[config.mk]
export PLATFORM = sky130hd
export DESIGN_NAME = delay_line_mem
export DESIGN_NICKNAME = d
export VERILOG_FILES = /design/src/rtl/delay_line_mem.sv
export SDC_FILE = /design/constraint.sdc
export NUM_CORES = 1
export LEC_CHECK = 0
export BUFFER_PORTS_ARGS = -buffer_cell sky130_fd_sc_hd__buf_4
export CORE_ASPECT_RATIO = 0.5
export CORE_MARGIN = 2
export CORE_UTILIZATION = 40
export DETAILED_ROUTE_END_ITERATION = 8
export GPL_TIMING_DRIVEN = 0
export RECOVER_POWER = 25
export SLEW_MARGIN = 20
export SYNTH_ARGS = -nofsm -noshare
export SYNTH_HDL_FRONTEND = slang
export SYNTH_SLANG_ARGS = --single-unit
export TNS_END_PERCENT = 20
[constraint.sdc]
create_clock -name Clk -period 3.9 [get_ports Clk]
set_input_delay 0.585 -clock Clk [delete_from_list [all_inputs] [get_ports Clk]]
set_output_delay 0.585 -clock Clk [all_outputs]
set_load 0.05 [all_outputs]
[src/rtl/delay_line_mem.sv]
// rtl/delay_line_mem.sv - circular delay-line memory with two registered read taps
// Optional macro WR_FWD_EN: a read coincident with a write sees the post-write state.
module delay_line_mem #(
  parameter int N = 8,
  parameter int M = 16
) (
  input  logic                 Clk,
  input  logic                 reset,
  input  logic                 clear,
  input  logic                 wr_en,
  input  logic [N-1:0]         wdata,
  input  logic                 rd_en,
  input  logic [$clog2(M)-1:0] dly0,
  input  logic [$clog2(M)-1:0] dly1,
  output logic [N-1:0]         rdata0,
  output logic [N-1:0]         rdata1,
  output logic                 rvalid,
  output logic                 rerr,
  output logic [$clog2(M):0]   count,
  output logic                 full
);

  localparam int AW = $clog2(M);
  localparam int CW = AW + 1;
  localparam logic [CW-1:0] CNT_MAX = CW'(M);

  logic [N-1:0]  mem_q [M];
  logic [N-1:0]  mem_d [M];
  logic [AW-1:0] wptr_q, wptr_d;
  logic [CW-1:0] count_q, count_d;
  logic [N-1:0]  rdata0_q, rdata0_d;
  logic [N-1:0]  rdata1_q, rdata1_d;
  logic          rvalid_q, rvalid_d;
  logic          rerr_q, rerr_d;

  logic          fwd;
  logic [AW-1:0] rd_base;
  logic [CW-1:0] rd_cnt;
  logic [AW-1:0] addr0, addr1;
  logic [N-1:0]  word0, word1;
  logic          err0, err1;

  // Pointer, occupancy and storage; clear wins over a same-cycle write.
  always_comb begin
    mem_d   = mem_q;
    wptr_d  = wptr_q;
    count_d = count_q;
    if (clear) begin
      wptr_d  = '0;
      count_d = '0;
    end else if (wr_en) begin
      mem_d[wptr_q] = wdata;
      wptr_d        = wptr_q + AW'(1);
      if (count_q != CNT_MAX) begin
        count_d = count_q + CW'(1);
      end
    end
  end

  // Read view: pre-write state, or post-write state when forwarding a live write.
  always_comb begin
`ifdef WR_FWD_EN
    fwd = wr_en & ~clear;
`else
    fwd = 1'b0;
`endif
    rd_base = fwd ? (wptr_q + AW'(1)) : wptr_q;
    rd_cnt  = (fwd && (count_q != CNT_MAX)) ? (count_q + CW'(1)) : count_q;
    addr0   = rd_base - AW'(1) - dly0;
    addr1   = rd_base - AW'(1) - dly1;
    word0   = (fwd && (addr0 == wptr_q)) ? wdata : mem_q[addr0];
    word1   = (fwd && (addr1 == wptr_q)) ? wdata : mem_q[addr1];
    err0    = ({1'b0, dly0} >= rd_cnt);
    err1    = ({1'b0, dly1} >= rd_cnt);
  end

  // Tap registers hold their last value when no read is issued.
  always_comb begin
    rdata0_d = rdata0_q;
    rdata1_d = rdata1_q;
    rvalid_d = rd_en;
    rerr_d   = 1'b0;
    if (rd_en) begin
      rdata0_d = err0 ? '0 : word0;
      rdata1_d = err1 ? '0 : word1;
      rerr_d   = err0 | err1;
    end
  end

  always_ff @(posedge Clk or negedge reset) begin
    if (!reset) begin
      for (int i = 0; i < M; i++) begin
        mem_q[i] <= '0;
      end
      wptr_q   <= '0;
      count_q  <= '0;
      rdata0_q <= '0;
      rdata1_q <= '0;
      rvalid_q <= 1'b0;
      rerr_q   <= 1'b0;
    end else begin
      for (int i = 0; i < M; i++) begin
        mem_q[i] <= mem_d[i];
      end
      wptr_q   <= wptr_d;
      count_q  <= count_d;
      rdata0_q <= rdata0_d;
      rdata1_q <= rdata1_d;
      rvalid_q <= rvalid_d;
      rerr_q   <= rerr_d;
    end
  end

  assign rdata0 = rdata0_q;
  assign rdata1 = rdata1_q;
  assign rvalid = rvalid_q;
  assign rerr   = rerr_q;
  assign count  = count_q;
  assign full   = (count_q == CNT_MAX);

endmodule

==> flow_summary.yaml <==
synth:
  yosys_register_bits: 155
  syn_area_sq_mm: 0.00854
  synth-async-reset-ratio_pct: 100
  synth.avg_cell_area_sq_um: 14.5
  synth_cells: 589
  synth_edf_count: 0
  ys_seq_area_share_pct: 45.4
  ys_types: 35
  syn-num-nets: 633
  synth-main-ff-cell: "dfrtp_1"
  ys_warn_count: 0
sta:
  finalCriticalPeriod_ps: 3710
  holdWs_ps: 292
  period_share_pct: 95.0
  slew_headroom_pct: -91.6
  final.setup.tns_ps: 0
  fin_worst_skew_ps: 10.5
  drv_slew: 59
  fmax_mhz: 270
  rsz0062_at_grt: "false"
  hold_viol: 0
  worstMarginPinSlew_ps: 2870
  finalSetupViolCount: 0
clock_network:
  cts_hold_buf: 0
  h-tree-depth: 4
  cts.repair.resized: 0
  cts_tree: "done"
  clk_latency_ps: 440
  clk_pin_slew_ps: 70
  ctsLongestPathBuffers: 2
  post_cts_buffers: 0
  clkSinkCount: 155
  cts_buffers: 17
  ctsRootBufferMaster: "clkbuf_16"
route:
  vias_per_cell: 5.76
  drc_errors: 0
  drt_pass1_iterations: 4
  routed_wl_mm: 22.3
  routedWlPerCell_um: 23.8
  ant_nets: 0
  drt_iter0_drc: 402
  vias: 5404
worst_setup_path:
  worstPathMaxFanout: 10
  crit_type: "reg -> reg"
  reg2reg_depth: 8
  regToRegSetupSlack_ps: 190
  end_kind: "register"
  critPathLaunchType: "register"
  arrival_ps: 4030
  worst_ep_required_time_ps: 4220
finish:
  layout.nets: 697
  drive_gt1_share_pct: 26.6
  final_core_util_pct: 47.7
  layout_common_cells: "155 x dfrtp_1, 112 x mux2_1, 64 x mux4_2"
  areaGrowthSynthToFinish_pct: 15.8
  diodes: 0
  mostFrequentLayoutCell: "dfrtp_1"
floorplanning:
  die_area_sq_mm: 0.0226
  rows: 37
  core_area_sq_mm: 0.0207
  initial_core_util_pct: 41.2
  num_io_pins: 45
  die_h_um: 107
  floorplan.die.width_um: 211
power:
  ir_drop_mv: 0.253
  p_leak_nw: 4.64
  cellPowerDensity_mw_per_mm2: 500
global_route:
  grt_max_degree: 98
  antenna_found_initial: 0
  grt_usage_pct: 21.3
  grt_pass1_wl_mm: 34.7
  globalRouteOverflowTotal: 0
  first_global_vias: 5700
min_path:
  hold_path.class: "in -> reg"
  min_delay_path_depth: 1
placed_design:
  post-dp-hpwl_mm: 15.9
  place.gp.congestion: 0.809
  io_buffer_count: 44
job:
  maxCapViolCount: 1
run_status:
  violations: "capacitance limit, slew limit"
  outcome: "finished, violations left"
-- through the flow --
| step | setup WS [ps] | power, mW | cell area (sq um) | std cells |
|---|---|---|---|---|
| 4_1_cts | 81.4 | 4.97 | 9870 | 940 |
| 5_1_grt | 85.5 | 5.17 | 9880 | 939 |
| 2_1_floorplan | 792 | 2.84 | 8540 | 589 |
| 3_3_place_gp | 139 | 3.25 | 9210 | 906 |
| 3_5_place_dp | 111 | 3.27 | 9270 | 908 |
| 6_report | 194 | 4.94 | 9880 | 939 |
-- path summary, 6_finish.rpt --
| path | from | endpoint |
|---|---|---|
| max | rd_base[0] | rdata0[6] |
| min reg2reg | mem_q[85] | mem_q[85] |
| min in group asynchronous | reset | mem_q[83] |
| max reg2reg | rd_base[0] | rdata0[6] |
| max in group asynchronous | reset | mem_q[96] |
| min | rd_en | rvalid |
-- report_power, final --
group / switching [mW] / internal, mW
Sequential: 0.108 / 1.76
Combinational: 0.782 / 0.598
Clock: 0.717 / 0.974
Total: 1.61 / 3.33
-- critical path, stage by stage, from the launching register on --
cell and delay, ps:
dfrtp_1 550, inv_1 140, ha_1 410, fa_1 660, buf_1 710, mux4_2 430
mux2i_1 280, o21ai_1 130, a32o_1 280
-- sequential cells by signal (all words and copies together), names as in the netlist --
| name | flops |
|---|---|
| mem_q | 128 |
| rerr | 1 |
| rd_base | 4 |
| rvalid | 1 |
| rdata1 | 8 |
| rdata0 | 8 |
| count | 5 |
-- cell type report --
| type | count | area (sq um) |
|---|---|---|
| Clock inverter | 14 | 161 |
| Tap cell | 273 | 342 |
| Fill cell | 1829 | 10900 |
| Clock buffer | 18 | 439 |
| Sequential cell | 155 | 3880 |
| Inverter | 20 | 75.1 |
| Buffer | 28 | 126 |
| Multi-Input combinational cell | 385 | 4500 |
| Timing Repair Buffer | 46 | 364 |
-- kinds of logic (layout without fill, tap and decap cells) --
logic type	after synthesis	count (layout)	synth area share, %
muxes	226	226	37.8
DFF	155	155	45.4
and+or+nand+nor	71	71	4.50
AOI/OAI and AO/OA	51	51	4.10
buffers and inverters	49	126	2.40
adders and majority gates	23	23	3.55
xor gates and xnor gates	14	14	2.26
-- per-layer routing --
| layer | track usage, % | wire, um |
|---|---|---|
| met1 | 29.5 | 10100 |
| met2 | 33.9 | 10500 |
| met3 | 5.22 | 1330 |
| met4 | 5.53 | 365 |
| met5 | 0 | 0 |
-- Yosys cell counts (all sizes together), types with 3 or more instances --
| master | number | share of area, % |
|---|---|---|
| a21oi | 6 | 0.35 |
| a32o | 16 | 1.9 |
| buf | 17 | 1.0 |
| clkbuf | 12 | 0.53 |
| dfrtp | 155 | 45 |
| ha | 21 | 3.1 |
| inv | 20 | 0.88 |
| mux2 | 128 | 17 |
| mux2i | 34 | 4.0 |
| mux4 | 64 | 17 |
| nand2 | 7 | 0.31 |
| nand2b | 3 | 0.22 |
| nand3 | 21 | 1.2 |
| nand4 | 5 | 0.37 |
| nor2 | 21 | 0.92 |
| nor2b | 4 | 0.29 |
| nor3 | 7 | 0.82 |
| o21ai | 22 | 1.3 |
| xnor2 | 8 | 1.0 |
| xnor3 | 4 | 1.1 |
Note: power is estimated with default switching activity, not from simulation.
